$ cat config.mk
export PLATFORM = sky130hd
export DESIGN_NAME = md_issue_ctrl_flat
export DESIGN_NICKNAME = d
export VERILOG_FILES = /design/src/rtl/md_issue_ctrl_pkg.sv /design/src/rtl/md_issue_ctrl_if.sv /design/src/rtl/md_busy_shadow_cnt.sv /design/src/rtl/md_issue_ctrl.sv /design/src/flat_wrapper.sv
export SDC_FILE = /design/constraint.sdc
export NUM_CORES = 1
export LEC_CHECK = 0
export BUFFER_PORTS_ARGS = -buffer_cell sky130_fd_sc_hd__buf_2
export CAP_MARGIN = 20
export CORE_MARGIN = 10
export CORE_UTILIZATION = 30
export DETAILED_ROUTE_END_ITERATION = 10
export PLACE_DENSITY = 0.6
export SYNTH_ARGS = -nofsm -noshare
export SYNTH_HDL_FRONTEND = slang
export SYNTH_SLANG_ARGS = --single-unit
$ cat constraint.sdc
create_clock -name clk -period 2.4 [get_ports clk]
set_input_delay 0.12 -clock clk [delete_from_list [all_inputs] [get_ports clk]]
set_output_delay 0.12 -clock clk [all_outputs]
set_load 0.01 [all_outputs]
$ cat src/rtl/md_issue_ctrl_pkg.sv
// Shared MD definitions: op codes, unit busy latencies and shadow FSM states.
package md_issue_ctrl_pkg;
  localparam logic [2:0] MD_MULT  = 3'd0;
  localparam logic [2:0] MD_MULTU = 3'd1;
  localparam logic [2:0] MD_DIV   = 3'd2;
  localparam logic [2:0] MD_DIVU  = 3'd3;
  localparam logic [2:0] MD_MTHI  = 3'd4;
  localparam logic [2:0] MD_MTLO  = 3'd5;
  localparam logic [2:0] MD_NONE  = 3'd7;

  localparam int MD_MULT_CYCLES = 5;
  localparam int MD_DIV_CYCLES  = 10;
  localparam int MD_CNT_W       = 4;

  typedef enum logic {MD_IDLE = 1'b0, MD_RUN = 1'b1} md_state_e;

  // mult/multu/div/divu all have bit 2 clear
  function automatic logic is_mul_div(input logic [2:0] op);
    return ~op[2];
  endfunction
endpackage

$ cat src/rtl/md_issue_ctrl_if.sv
// E-stage issue bus between the pipeline and the MD issue controller.
interface md_issue_ctrl_if;
  logic        e_valid;
  logic [2:0]  e_md_op;
  logic [31:0] e_rs;
  logic [31:0] e_rt;
  logic        d_uses_md;
  logic        m_excp;
  logic        md_start;
  logic [2:0]  md_op;
  logic [31:0] md_a;
  logic [31:0] md_b;
  logic        stall_d;
  logic        md_busy_shadow;
  logic        div0_flag;
  logic        proto_err;
  logic [31:0] stall_cnt;

  modport master (
    output e_valid, e_md_op, e_rs, e_rt, d_uses_md, m_excp,
    input  md_start, md_op, md_a, md_b, stall_d, md_busy_shadow,
           div0_flag, proto_err, stall_cnt
  );
  modport slave (
    input  e_valid, e_md_op, e_rs, e_rt, d_uses_md, m_excp,
    output md_start, md_op, md_a, md_b, stall_d, md_busy_shadow,
           div0_flag, proto_err, stall_cnt
  );
endinterface

$ cat src/rtl/md_busy_shadow_cnt.sv
// Shadow of the MD unit busy interval: loads the op latency on start and
// counts down, dropping busy on the same edge the unit does.
module md_busy_shadow_cnt
  import md_issue_ctrl_pkg::*;
#(
  parameter int MULT_CYCLES = MD_MULT_CYCLES,
  parameter int DIV_CYCLES  = MD_DIV_CYCLES,
  parameter int CNT_W       = MD_CNT_W
) (
  input  logic clk,
  input  logic reset,
  input  logic start,
  input  logic is_div,
  output logic busy
);
  md_state_e        state, state_nxt;
  logic [CNT_W-1:0] cnt, cnt_nxt;

  always_ff @(posedge clk or posedge reset) begin
    if (reset) begin
      state <= MD_IDLE;
      cnt   <= '0;
    end else begin
      state <= state_nxt;
      cnt   <= cnt_nxt;
    end
  end

  always_comb begin
    state_nxt = state;
    cnt_nxt   = cnt;
    case (state)
      MD_IDLE: if (start) begin
        state_nxt = MD_RUN;
        cnt_nxt   = is_div ? CNT_W'(DIV_CYCLES) : CNT_W'(MULT_CYCLES);
      end
      MD_RUN: if (cnt == CNT_W'(1)) begin
        state_nxt = MD_IDLE;
        cnt_nxt   = '0;
      end else begin
        cnt_nxt = cnt - CNT_W'(1);
      end
      default: begin
        state_nxt = MD_IDLE;
        cnt_nxt   = '0;
      end
    endcase
  end

  assign busy = (state == MD_RUN);
endmodule

$ cat src/rtl/md_issue_ctrl.sv
// E-stage MD issue controller: qualifies MD ops, drives the unit, and stalls
// D-stage MD-class instructions from a shadow of the unit's busy interval.
module md_issue_ctrl
  import md_issue_ctrl_pkg::*;
#(
  parameter int MULT_CYCLES = MD_MULT_CYCLES,
  parameter int DIV_CYCLES  = MD_DIV_CYCLES,
  parameter int CNT_W       = MD_CNT_W
) (
  input  logic               clk,
  input  logic               reset,
  md_issue_ctrl_if.slave     bus
);
  logic busy, issue_ok, is_div, div_zero, mt_op;

  assign is_div   = (bus.e_md_op == MD_DIV) || (bus.e_md_op == MD_DIVU);
  assign mt_op    = (bus.e_md_op == MD_MTHI) || (bus.e_md_op == MD_MTLO);
  assign div_zero = is_div && (bus.e_rt == 32'd0);
  assign issue_ok = bus.e_valid && !bus.m_excp && !busy;

  // start is combinational so the unit samples it on the same edge
  assign bus.md_start = issue_ok && is_mul_div(bus.e_md_op) && !div_zero;
  assign bus.md_op    = (issue_ok && (bus.md_start || mt_op)) ? bus.e_md_op : MD_NONE;
  assign bus.md_a     = bus.e_rs;
  assign bus.md_b     = bus.e_rt;
  assign bus.stall_d  = bus.d_uses_md && (bus.md_start || busy);
  assign bus.md_busy_shadow = busy;

  md_busy_shadow_cnt #(
    .MULT_CYCLES (MULT_CYCLES),
    .DIV_CYCLES  (DIV_CYCLES),
    .CNT_W       (CNT_W)
  ) u_shadow (
    .clk    (clk),
    .reset  (reset),
    .start  (bus.md_start),
    .is_div (is_div),
    .busy   (busy)
  );

  always_ff @(posedge clk or posedge reset) begin
    if (reset) begin
      bus.div0_flag <= 1'b0;
      bus.proto_err <= 1'b0;
      bus.stall_cnt <= '0;
    end else begin
      if (issue_ok && div_zero)
        bus.div0_flag <= 1'b1;
      if (bus.e_valid && (bus.e_md_op != MD_NONE) && busy)
        bus.proto_err <= 1'b1;
      if (bus.stall_d && (bus.stall_cnt != 32'hFFFF_FFFF))
        bus.stall_cnt <= bus.stall_cnt + 32'd1;
    end
  end
endmodule

$ cat src/flat_wrapper.sv
// flat-port wrapper written by rule: the top's interface ports become plain ports
module md_issue_ctrl_flat import md_issue_ctrl_pkg::*;
#(
  parameter int MULT_CYCLES = MD_MULT_CYCLES,
  parameter int DIV_CYCLES  = MD_DIV_CYCLES,
  parameter int CNT_W       = MD_CNT_W
)
  (clk, reset, bus_e_valid, bus_e_md_op, bus_e_rs, bus_e_rt, bus_d_uses_md, bus_m_excp, bus_md_start, bus_md_op, bus_md_a, bus_md_b, bus_stall_d, bus_md_busy_shadow, bus_div0_flag, bus_proto_err, bus_stall_cnt);
  md_issue_ctrl_if bus_i ();
  input  logic clk;
  input  logic reset;
  input wire logic [$bits(bus_i.e_valid)-1:0] bus_e_valid;
  input wire logic [$bits(bus_i.e_md_op)-1:0] bus_e_md_op;
  input wire logic [$bits(bus_i.e_rs)-1:0] bus_e_rs;
  input wire logic [$bits(bus_i.e_rt)-1:0] bus_e_rt;
  input wire logic [$bits(bus_i.d_uses_md)-1:0] bus_d_uses_md;
  input wire logic [$bits(bus_i.m_excp)-1:0] bus_m_excp;
  output wire logic [$bits(bus_i.md_start)-1:0] bus_md_start;
  output wire logic [$bits(bus_i.md_op)-1:0] bus_md_op;
  output wire logic [$bits(bus_i.md_a)-1:0] bus_md_a;
  output wire logic [$bits(bus_i.md_b)-1:0] bus_md_b;
  output wire logic [$bits(bus_i.stall_d)-1:0] bus_stall_d;
  output wire logic [$bits(bus_i.md_busy_shadow)-1:0] bus_md_busy_shadow;
  output wire logic [$bits(bus_i.div0_flag)-1:0] bus_div0_flag;
  output wire logic [$bits(bus_i.proto_err)-1:0] bus_proto_err;
  output wire logic [$bits(bus_i.stall_cnt)-1:0] bus_stall_cnt;
  assign bus_i.e_valid = bus_e_valid;
  assign bus_i.e_md_op = bus_e_md_op;
  assign bus_i.e_rs = bus_e_rs;
  assign bus_i.e_rt = bus_e_rt;
  assign bus_i.d_uses_md = bus_d_uses_md;
  assign bus_i.m_excp = bus_m_excp;
  assign bus_md_start = bus_i.md_start;
  assign bus_md_op = bus_i.md_op;
  assign bus_md_a = bus_i.md_a;
  assign bus_md_b = bus_i.md_b;
  assign bus_stall_d = bus_i.stall_d;
  assign bus_md_busy_shadow = bus_i.md_busy_shadow;
  assign bus_div0_flag = bus_i.div0_flag;
  assign bus_proto_err = bus_i.proto_err;
  assign bus_stall_cnt = bus_i.stall_cnt;
  md_issue_ctrl #(.MULT_CYCLES(MULT_CYCLES), .DIV_CYCLES(DIV_CYCLES), .CNT_W(CNT_W)) u_core (.clk(clk), .reset(reset), .bus(bus_i));
endmodule
=== Word level (Yosys, flattened, before mapping) ===
Cells that the tools add are included.

* Register bits: 39
* Input bits: 72
* Output and inout port bits: 104
* Word-level logic and storage cells: 44

* $add $sub $neg: 2
* Equal/unequal tests: 8
* Mux-type cells: 8
* Bitwise gates (word level): 2
* Reductions and logical operators: 19

{| class="wikitable"
|+ Operator list
! cell !! number
|-
| $add A32 B1 Y32 const B || 1
|-
| $logic_not A32 Y1 || 1
|-
| $ne A32 B32 Y1 const B || 1
|-
| $mux W4 || 3
|-
| $logic_and A1 B1 Y1 || 11
|-
| $pmux W4 S2 || 1
|-
| $eq A3 B2 Y1 const B || 2
|-
| $eq A3 B3 Y1 const B || 2
|-
| $eq A4 B1 Y1 const B || 1
|-
| $logic_or A1 B1 Y1 || 4
|-
| $sub A4 B1 Y4 const B || 1
|-
| $logic_not A1 Y1 || 3
|-
| $mux W3 || 1
|-
| $ne A3 B3 Y1 const B || 1
|-
| $mux W1 || 2
|-
| $ne A2 B1 Y1 const B || 1
|-
| $not A1 Y1 || 2
|-
| $pmux W1 S2 || 1
|}

=== Longest topological paths before layout ===
Gate-level depths: netlist (run 1).

* Depth in word-level cells: 8
* Mapped depth: 8
* Gate-level depth less buffers: 7

=== Modules after synthesis ===
Synthesis (run 1) repeated with hierarchy kept, for this count alone.

* Cell total of the unflattened synthesis: 279
* Area, all modules: 2,705.1 um^2

{| class="wikitable"
|+ By module, submodules not included
! module !! times used !! cells each !! area each (um^2) !! sequential area each (um^2)
|-
| md_issue_ctrl || 1 || 247 || 2,401.1 || 850.8
|-
| md_busy_shadow_cnt || 1 || 32 || 304.0 || 125.1
|}

=== Worst setup path before layout (run 1) ===
No wires, ideal clock.

* Path kind: register to register
* Start point: register u_core.bus.stall_cnt[0] (netlist bit)
* End point: register u_core.bus.stall_cnt[4] (netlist bit)
* Setup time: 0.126 ns
* Arrival: 1.725 ns
* Required time: 2.274 ns
* Slack: 0.548 ns
* Cell stages (with the launch flop): 9
* Buffers on the path: 1
* Period minus slack after synthesis: 1.852 ns
* Cells stage by stage: dfrtp_1 > ha_1 > nand4_1 > nor2_1 > and4_1 > nor3_2 > buf_6 > nand4_1 > xnor2_1

* Word-level cells in the longest chain between the ends: 2
* Elaborated cells between the ends (all ways): 3
* Classes of those cells: add/sub: 1; eq/ne: 1; reduce/logical: 1

{| class="wikitable"
|+ RTL lines
! element !! line !! text
|-
| start, declared || md_issue_ctrl_if.sv:27 || <nowiki>div0_flag, proto_err, stall_cnt</nowiki>
|-
| start signal, assigned || md_issue_ctrl.sv:52 || <nowiki>bus.stall_cnt <= bus.stall_cnt + 32'd1;</nowiki>
|-
| branches (longest 2 deep; another with $add A32 B1 Y32) || n/a ||
|}

Several ways; the timed one is not identified.
A chain may end at the register's enable or synchronous reset.

=== Worst setup path after layout (run 1) ===
* Start point: register u_core.bus.stall_cnt[1] (netlist bit)
* End point: register u_core.bus.stall_cnt[1] (netlist bit)

Same word-level chain as after synthesis.

==> results of run 1 <==
## routing by layer
metal  vias up  track usage [%]  share of wire (%)
li1        968                -                  -
met1       931             11.8                 41
met2        57             18.0                 51
met3        11             3.70                7.0
met4         0             3.72                1.4
met5         -                0                  0
## layout by cell type (no fill, tap or decap), types with 3 or more instances in the layout
cell,synthesis,final
nand4_1,18,18
nand2b_1,3,3
buf_2,1,111
and3_1,7,7
clkbuf_8,0,7
nor2_1,16,16
nand2_1,13,13
nor4_1,8,8
ha_1,3,3
xnor2_1,30,30
nor3_1,3,3
o21ai_0,3,3
dfrtp_1,39,39
inv_1,6,6
nand3_1,19,19
buf_4,66,5
## kinds of logic after synthesis
kind of cell / Yosys count / synth area share [%]
AND/OR/NAND/NOR: 101 / 22.9
XOR/XNOR: 31 / 10.7
buffers and inverters: 77 / 22.4
multiplexers: 1 / 0.444
AO/OA/AOI/OAI: 13 / 3.65
adder cells (fa/ha/maj): 3 / 1.48
flip-flops: 39 / 38.4
## final cells by class
class | instances | share of cell area, %
inverters | 6 | 0.790
repair buffers | 117 | 21.2
clock buffers | 8 | 3.51
well taps | 105 | 4.61
multi-input cells | 150 | 35.7
flip-flops and latches | 39 | 34.2
## stage by stage
| step | setup TNS [ns] | power, mW | area (sq um) |
|---|---|---|---|
| after global routing | 0 | 2.08 | 2850 |
| after CTS | 0 | 1.96 | 2850 |
| after floorplan | 0 | 1.31 | 2540 |
| after detailed placement | -0.106 | 1.45 | 2720 |
| final | 0 | 1.94 | 2850 |
| after global placement | 0 | 1.44 | 2720 |
## timing repair
item                                    CTS  global route
gates resized for setup                   1             0
hold buffers                              1             0
setup buffers                             0             0
endpoints found under the hold margin    39             0
endpoints found under the setup margin   22             0
## sequential cells by signal (all words and copies together), names as in the netlist
register              cells
u_core.bus.stall_cnt     32
u_core.u_shadow.cnt       4
u_core.bus.div0_flag      1
u_core.bus.proto_err      1
u_core.u_shadow.busy      1
## power breakdown
part	switching (mW)	internal (mW)	total, mW
Combinational	0.335	0.259	0.594
Clock	0.227	0.262	0.489
Sequential	0.107	0.746	0.853
## how the worst max path moves through the flow
stage / start / endpoint / slack, ns / depth (start not counted)
final: u_core.bus.stall_cnt[1] / u_core.bus.stall_cnt[1] / 0.22 / 6
after global routing: u_core.bus.stall_cnt[1] / u_core.bus.stall_cnt[31] / 0.04 / 7
after CTS: u_core.bus.stall_cnt[1] / u_core.bus.stall_cnt[1] / 0.19 / 6
after detailed placement: u_core.bus.stall_cnt[1] / u_core.bus.stall_cnt[31] / -0.03 / 7
after global placement: u_core.bus.stall_cnt[1] / u_core.bus.stall_cnt[1] / 0.001 / 6
after floorplan: u_core.bus.stall_cnt[0] / u_core.bus.stall_cnt[4] / 0.55 / 8
==> results.cfg, run 1 <==
[status]
status = completed

[grt]
grt_pass1_vias = 2055
grt_antenna_before_repair = 0
grt_max_degree = 40
grt_pass1_wl_microns = 11000
grt_overflow = 0
gr-usage-all-layers_pct = 10.5

[die]
fp.dieArea_sq_um = 12500
io_pins = 176
start_util_pct = 30.9
fp.dieW_microns = 112
row_count = 33
die_h_microns = 112
core_sq_um = 8220

[setup_path]
slowest_delay_ns = 0.58
critPathMaxFanout = 16
worst-path-buf-inv = 0
critPathRequiredTime_ns = 2.58
reg2reg_depth = 6
cp_cell_sequence = ha_1, nand4_1, nor2_1, and4_1, nor3_4, mux2_2
path_delay_family = simple AND/OR/NAND/NOR gates
slowest_stage = nor3_4
crit_path_start_kind = flop
reg2reg_to = u_core.bus.stall_cnt[1]
critPathArrivalTime_ns = 2.36
end_kind = flop
worstReg2RegStart = u_core.bus.stall_cnt[1]
rrSetupSlack_ns = 0.22
path_class = reg2reg

[cts]
clock_path_buffers = 2
htree_levels = 2
cts_root_buf = clkbuf_8
cts_buffers = 5
clkTransAtPathRegs_ns = 0.07
clock_sinks = 39
clock_latency_ns = 0.29
cts_tree = built

[synth]
ys_seq_area_share_pct = 38.4
syn-cell-area_sq_um = 2540
avgSynthCellArea_sq_um = 9.58
async_reset_ff_share_pct = 100
synth_edf_count = 0
synth_top_area_cell = dfrtp_1
ys_seq_elements = 39
synth.top_cell.area_share_pct = 38.4
yosysMostFrequentCell = buf_4
synthTopCellsByArea = dfrtp_1 38%, buf_4 20%, xnor2_1 10%, nand4_1 4.4%, nand3_1 3.7%
syn_inst = 265
synth_cell_types = 38
synth_ff_type = dfrtp_1
synth_common_cells = 66 x buf_4, 39 x dfrtp_1, 30 x xnor2_1
syn_nets = 340
yosys_warnings = 0

[timing]
hold_viol_final = 0
tightestPinTransition_ns = 0.808
finalCritPeriodShare_pct = 91.0
rsz0062_at_grt = no
setup_slack_ns = 0.217
finalSetupViolCount = 0
slew_headroom_pct = 45.6
hold_slack_ns = 0.0966
fmax_mhz = 458
finalMaxSlewViolations = 0
period_needed_ns = 2.18
fin_skew_ns = 0.00400

[layout]
antenna_cells = 0
drive_gt1_share_pct = 41.6
nFillCells = 845
multiInputGateArea_sq_um = 1020
fin_nets = 394
fin_cells = 425
finalCoreUtilization_pct = 34.7
seq_area_sq_um = 976
syn2layout_area_growth_pct = 12.3

[job]
maxCapViolCount = 0

[placement]
dp_cells = 415
hpwlAfterDp_microns = 5430
pre_cts_slack_ns = -0.0330
gp_congestion = 0.739
io_buffers = 111

[drt]
drc = 0
firstDrtPassIters = 4
avgViaCountPerCell = 4.63
drt_iter0_markers = 78
antenna_left = 0
drt_wl_total_microns = 6780
post_drt_wl_per_cell_microns = 15.9
vias = 1967

[pwr]
cellPowerDensity_nw_per_um2 = 679
p_leak_nw = 1.40
peakVddDrop_uv = 218

[worst_hold_path]
hp-class = in2reg
min_to = u_core.bus.proto_err
whs_path_depth = 2
hp-start = bus_e_valid
No activity file was read; power rests on OpenSTA's default activity.
==> run 2: changes to the inputs <==
- clock period: 2.4 -> 2.5 ns (I/O delays scaled with it)
==> run 2 against run 1 <==
  * Combinational power shrank 6.2%
  * Global-route usage shrank 0.20 points
  * Count of clock-buffer cells in the layout shrank 1
  * Wire length fell by 1.3%
  * Critical path type unchanged
  * Power shrank 8.2%
  * Cell count is 0.47% lower
==> results.cfg, run 2 (synthesized netlist as in run 1, its figures left out) <==
[status]
status = completed

[layout]
drive_gt1_share_pct = 40.9
layout.cells.most_common = buf_2
fin_cells = 423
regMostFlops = u_core.bus.stall_cnt
fin_nets = 392
top_regs = u_core.bus.stall_cnt (32), u_core.u_shadow.cnt (4)
antenna_cells = 0
mostFrequentLayoutCells = 111 x buf_2, 39 x dfrtp_1, 30 x xnor2_1
syn2layout_area_growth_pct = 10.9
final_cell_area_sq_um = 2820
nFillCells = 854
largest_reg_flops = 32

[grt]
grt_antenna_before_repair = 0
grt_pass1_vias = 2066
gr-usage-all-layers_pct = 10.3
grt_pass1_wl_microns = 10900
grt_overflow = 0
grt_max_degree = 40

[placement]
io_buffers = 111
dp_cells = 413
place_area_sq_um = 2710
pre_cts_slack_ns = 0.00828
gp_congestion = 0.759
hpwlAfterDp_microns = 5370

[setup_path]
critPathArrivalTime_ns = 2.39
crit_path_start_kind = flop
slowest_delay_ns = 0.57
reg2reg_depth = 6
path_class = reg2reg
worst-path-buf-inv = 0
end_kind = flop
path_delay_family = simple AND/OR/NAND/NOR gates
cp_cell_sequence = ha_1, nand4_1, nor2_1, and4_1, nor3_4, mux2_2
slowest_stage = nor3_4
critPathRequiredTime_ns = 2.68
critPathMaxFanout = 16
path_depth = 6

[timing]
fmax_mhz = 453
hold_viol_final = 0
fin_skew_ns = 0.00919
setup_slack_ns = 0.291
finalSetupViolCount = 0
finalMaxSlewViolations = 0
rsz0062_at_grt = no
period_needed_ns = 2.21
tightestPinTransition_ns = 0.842
slew_headroom_pct = 43.3
finalCritPeriodShare_pct = 88.3
setup-tns-final_ns = 0

[pwr]
peakVddDrop_uv = 238
finalPower_mw = 1.78
cellPowerDensity_nw_per_um2 = 631
p_leak_nw = 1.38

[drt]
vias = 1951
antenna_left = 0
drt_iter0_markers = 107
avgViaCountPerCell = 4.61
drc = 0
post_drt_wl_per_cell_microns = 15.8
drt_wl_total_microns = 6690
firstDrtPassIters = 4

[die]
io_pins = 176
core_sq_um = 8220
fp.dieArea_sq_um = 12500
fp.dieW_microns = 112
start_util_pct = 30.9
row_count = 33
die_h_microns = 112

[cts]
cts_root_buf = clkbuf_8
cts_buffers = 5
clock_latency_ns = 0.29
post_cts.repair.setup_buffers = 0
cts_tree = built
clkTransAtPathRegs_ns = 0.08
clock_path_buffers = 2
clock_sinks = 39
htree_levels = 2

[job]
maxCapViolCount = 0

[worst_hold_path]
whs_path_depth = 2
hp-class = in2reg
==> run 2: cell count changes in the layout (fill, tap and decap cells not counted) <==
| cell | previous run | this run |
|---|---|---|
| buf_4 | 5 | 3 |
| clkbuf_1 | 1 | 2 |
| clkbuf_8 | 7 | 5 |
| clkinv_2 | 0 | 1 |
==> run 2: through the flow <==
step	hold WS, ns	util [%]
6_report	0.0993	34.3
5_1_grt	0.0914	34.3
4_1_cts	0.0911	34.2
3_5_place_dp	0.250	33.0
3_3_place_gp	0.250	33.0
2_1_floorplan	0.269	-
==> run 2: worst register-to-register path: stages, from the launching register on <==
cell and delay, ns:
dfrtp_1 0.44, ha_1 0.25, nand4_1 0.13, nor2_1 0.06, and4_1 0.26, nor3_4 0.57
mux2_2 0.41
==> run 2: layout make-up <==
cell class | instances | area (sq um) | area share [%]
Clock buffer | 7 | 76.3 | 2.71
Clock inverter | 1 | 5.00 | 0.178
Inverter | 6 | 22.5 | 0.800
Multi-Input combinational cell | 150 | 1020 | 36.1
Sequential cell | 39 | 976 | 34.7
Tap cell | 105 | 131 | 4.66
Timing Repair Buffer | 115 | 588 | 20.9
==> run 2: where the power goes <==
part           switching [mW]  internal [mW]  leakage [nW]  total [mW]
Combinational           0.318          0.239         0.816       0.557
Clock                   0.206          0.196        0.0422       0.402
Sequential              0.102          0.717         0.521       0.819
Total                   0.626           1.15          1.38        1.78
==> run 2: layer usage <==
layer	vias to the layer above	wire length, microns	track usage (%)	share of wire, %
met4	0	103	4.23	1.5
met2	59	3410	18.0	51
met1	920	2730	11.5	41
met3	14	455	3.01	6.8
met5	-	0	0	0
li1	958	-	-	-
==> run 2: what timing repair did <==
item	4_1_cts	5_1_grt
endpoints found under the hold margin	39	0
hold buffers	1	0
gates resized for setup	0	1
pin swaps	1	0
setup endpoints to repair	2	14
cloned	1	0
==> run 2: worst paths after layout <==
path | from | to | slack [ns]
hold reg to reg | u_core.bus.div0_flag | u_core.bus.div0_flag | 0.45
min in group asynchronous | reset | u_core.bus.stall_cnt[12] | 0.50
setup / recovery | u_core.bus.stall_cnt[0] | u_core.bus.stall_cnt[1] | 0.29
max in group asynchronous | reset | u_core.bus.div0_flag | 1.65
setup reg to reg | u_core.bus.stall_cnt[0] | u_core.bus.stall_cnt[1] | 0.29
hold / removal | bus_e_valid | u_core.bus.proto_err | 0.1
==> run 3: changes to the inputs <==
==> constraint.sdc (replaced) <==
create_clock -name clk -period 2.5 [get_ports clk]
set_input_delay 0.5 -clock clk [delete_from_list [all_inputs] [get_ports clk]]
set_output_delay 0.5 -clock clk [all_outputs]
set_load 0.01 [all_outputs]
==> run 3 against run 2 <==
  * Sequential cell count did not move
  * Count of clock-buffer cells in the layout fell by 2
  * First-iteration DRC count fell by 21%
  * Combinational power rose by 2%
  * Die area did not move
  * Critical path depth rose by 2
  * Wire length fell by 0.21%
  * Largest cell class unchanged
  * Largest power group unchanged
  * Highest routed layer unchanged
==> results.cfg, run 3 (synthesized netlist as in run 1, its figures left out) <==
[layout]
largest_reg_flops = 32
nFillCells = 870
fin_cells = 425
regMostFlops = u_core.bus.stall_cnt
mostFrequentLayoutCells = 111 x buf_2, 39 x dfrtp_1, 30 x xnor2_1
multiInputGateArea_sq_um = 1050
syn2layout_area_growth_pct = 13.7
drive_gt1_share_pct = 44.4
fin_nets = 394
top_regs = u_core.bus.stall_cnt (32), u_core.u_shadow.cnt (4)
layout.cells.most_common = buf_2
antenna_cells = 0
seq_area_sq_um = 976

[setup_path]
slowest_stage = nor4_2
path_delay_family = simple AND/OR/NAND/NOR gates
crit_path_start_kind = input port
end_kind = output pin
cp_cell_sequence = buf_2, nor4_2, nand3_2, nor3_2, or3_1, inv_1, o21bai_1, buf_2
critPathRequiredTime_ns = 2.00
worstReg2RegStart = u_core.bus.stall_cnt[0]
slowest_delay_ns = 0.29
path_class = in2out
worst-path-buf-inv = 3
reg2reg_to = u_core.bus.stall_cnt[30]
crit_path_frequent_cell = buf_2
reg2reg_depth = 6
critPathMaxFanout = 4
path_depth = 8
critPathArrivalTime_ns = 1.84
rrSetupSlack_ns = 0.42

[timing]
period_needed_ns = 2.34
fmax_mhz = 428
hold_slack_ns = 0.325
setup-tns-final_ns = 0
hold_viol_final = 0
finalSetupViolCount = 0
finalCritPeriodShare_pct = 93.5
rsz0062_at_grt = no
finalMaxSlewViolations = 0
slew_headroom_pct = 66.1
tightestPinTransition_ns = 0.509
fin_skew_ns = 0.00885

[drt]
drc = 0
antenna_left = 0
post_drt_wl_per_cell_microns = 15.7
firstDrtPassIters = 4
drt_wl_total_microns = 6680
drt_iter0_markers = 85
avgViaCountPerCell = 4.66
vias = 1982

[pwr]
peakVddDrop_uv = 373
p_leak_nw = 1.41
cellPowerDensity_nw_per_um2 = 623

[die]
core_sq_um = 8220
die_h_microns = 112
start_util_pct = 30.9
fp.dieW_microns = 112
io_pins = 176
fp.dieArea_sq_um = 12500
row_count = 33

[grt]
grt_pass1_vias = 1998
gr-usage-all-layers_pct = 10.1
grt_pass1_wl_microns = 10800
grt_max_degree = 40
grt_antenna_before_repair = 0
grt_overflow = 0

[cts]
cts_tree = built
clkTransAtPathRegs_ns = 0.08
cts_buffers = 5
clock_sinks = 39
post_cts.repair.setup_buffers = 0
cts_root_buf = clkbuf_8
clock_path_buffers = 2
clock_latency_ns = 0.29
htree_levels = 2

[worst_hold_path]
hp-class = in2async

[placement]
io_buffers = 111
dp_cells = 417
hpwlAfterDp_microns = 5310
gp_congestion = 0.746

[job]
maxCapViolCount = 0

[status]
status = completed
## run 3: changes by cell type in the layout (fill, tap and decap cells not counted), sizes merged
cell | before | now
clkinv | 1 | 3
nor3 | 6 | 5
buf | 114 | 118
clkbuf | 7 | 5
dlygate4sd3 | 1 | 0
## run 3: where the power goes
group	internal, mW	leakage [nW]	switching [mW]
clock network	0.191	0.0477	0.225
logic	0.252	0.837	0.317
registers	0.716	0.521	0.0978
## run 3: per-stage QoR
stage	setup slack, ns	instance area, sq um	utilization [%]	power, mW
5_1_grt	0.0136	2890	35.1	1.94
2_1_floorplan	0.272	2540	-	1.26
6_report	0.163	2890	35.1	1.80
4_1_cts	0.0167	2840	34.5	1.82
3_5_place_dp	0.0265	2750	33.5	1.40
3_3_place_gp	0.105	2750	33.5	1.39
## run 3: worst max path at each step
| stage | start | to |
|---|---|---|
| 2_1_floorplan | bus_e_rt[0] | bus_md_op[0] |
| 3_3_place_gp | bus_e_rt[27] | bus_md_op[0] |
| 3_5_place_dp | bus_e_rt[27] | bus_md_op[0] |
| 4_1_cts | bus_e_rt[27] | bus_md_op[0] |
| 5_1_grt | bus_e_rt[20] | bus_md_op[0] |
| 6_report | bus_e_rt[20] | bus_md_op[0] |
## run 3: cell type report
| cell class | instances | area share [%] |
|---|---|---|
| Clock buffer | 5 | 2.38 |
| Clock inverter | 3 | 0.520 |
| Inverter | 6 | 0.780 |
| Multi-Input combinational cell | 149 | 36.5 |
| Sequential cell | 39 | 33.8 |
| Tap cell | 105 | 4.55 |
| Timing Repair Buffer | 118 | 21.5 |
## run 3: timing repair
item | in CTS | in global routing
hold buffers | 0 | 0
resized for setup | 0 | 8
endpoints found under the setup margin | 0 | 4
## run 3: worst min-delay path, stage by stage
cell and delay (ns):
buf_2 0.09, inv_1 0.04, buf_4 0.43
## run 3: routing by layer
| layer | part of all wire, % | GRT usage, % | wire length [microns] | vias up |
|---|---|---|---|---|
| met5 | 0 | 0 | 0 | - |
| met4 | 1.3 | 3.30 | 87 | 0 |
| met3 | 7.2 | 3.38 | 478 | 12 |
| met2 | 51 | 17.3 | 3380 | 67 |
| met1 | 41 | 11.6 | 2730 | 946 |
| li1 | - | - | - | 957 |
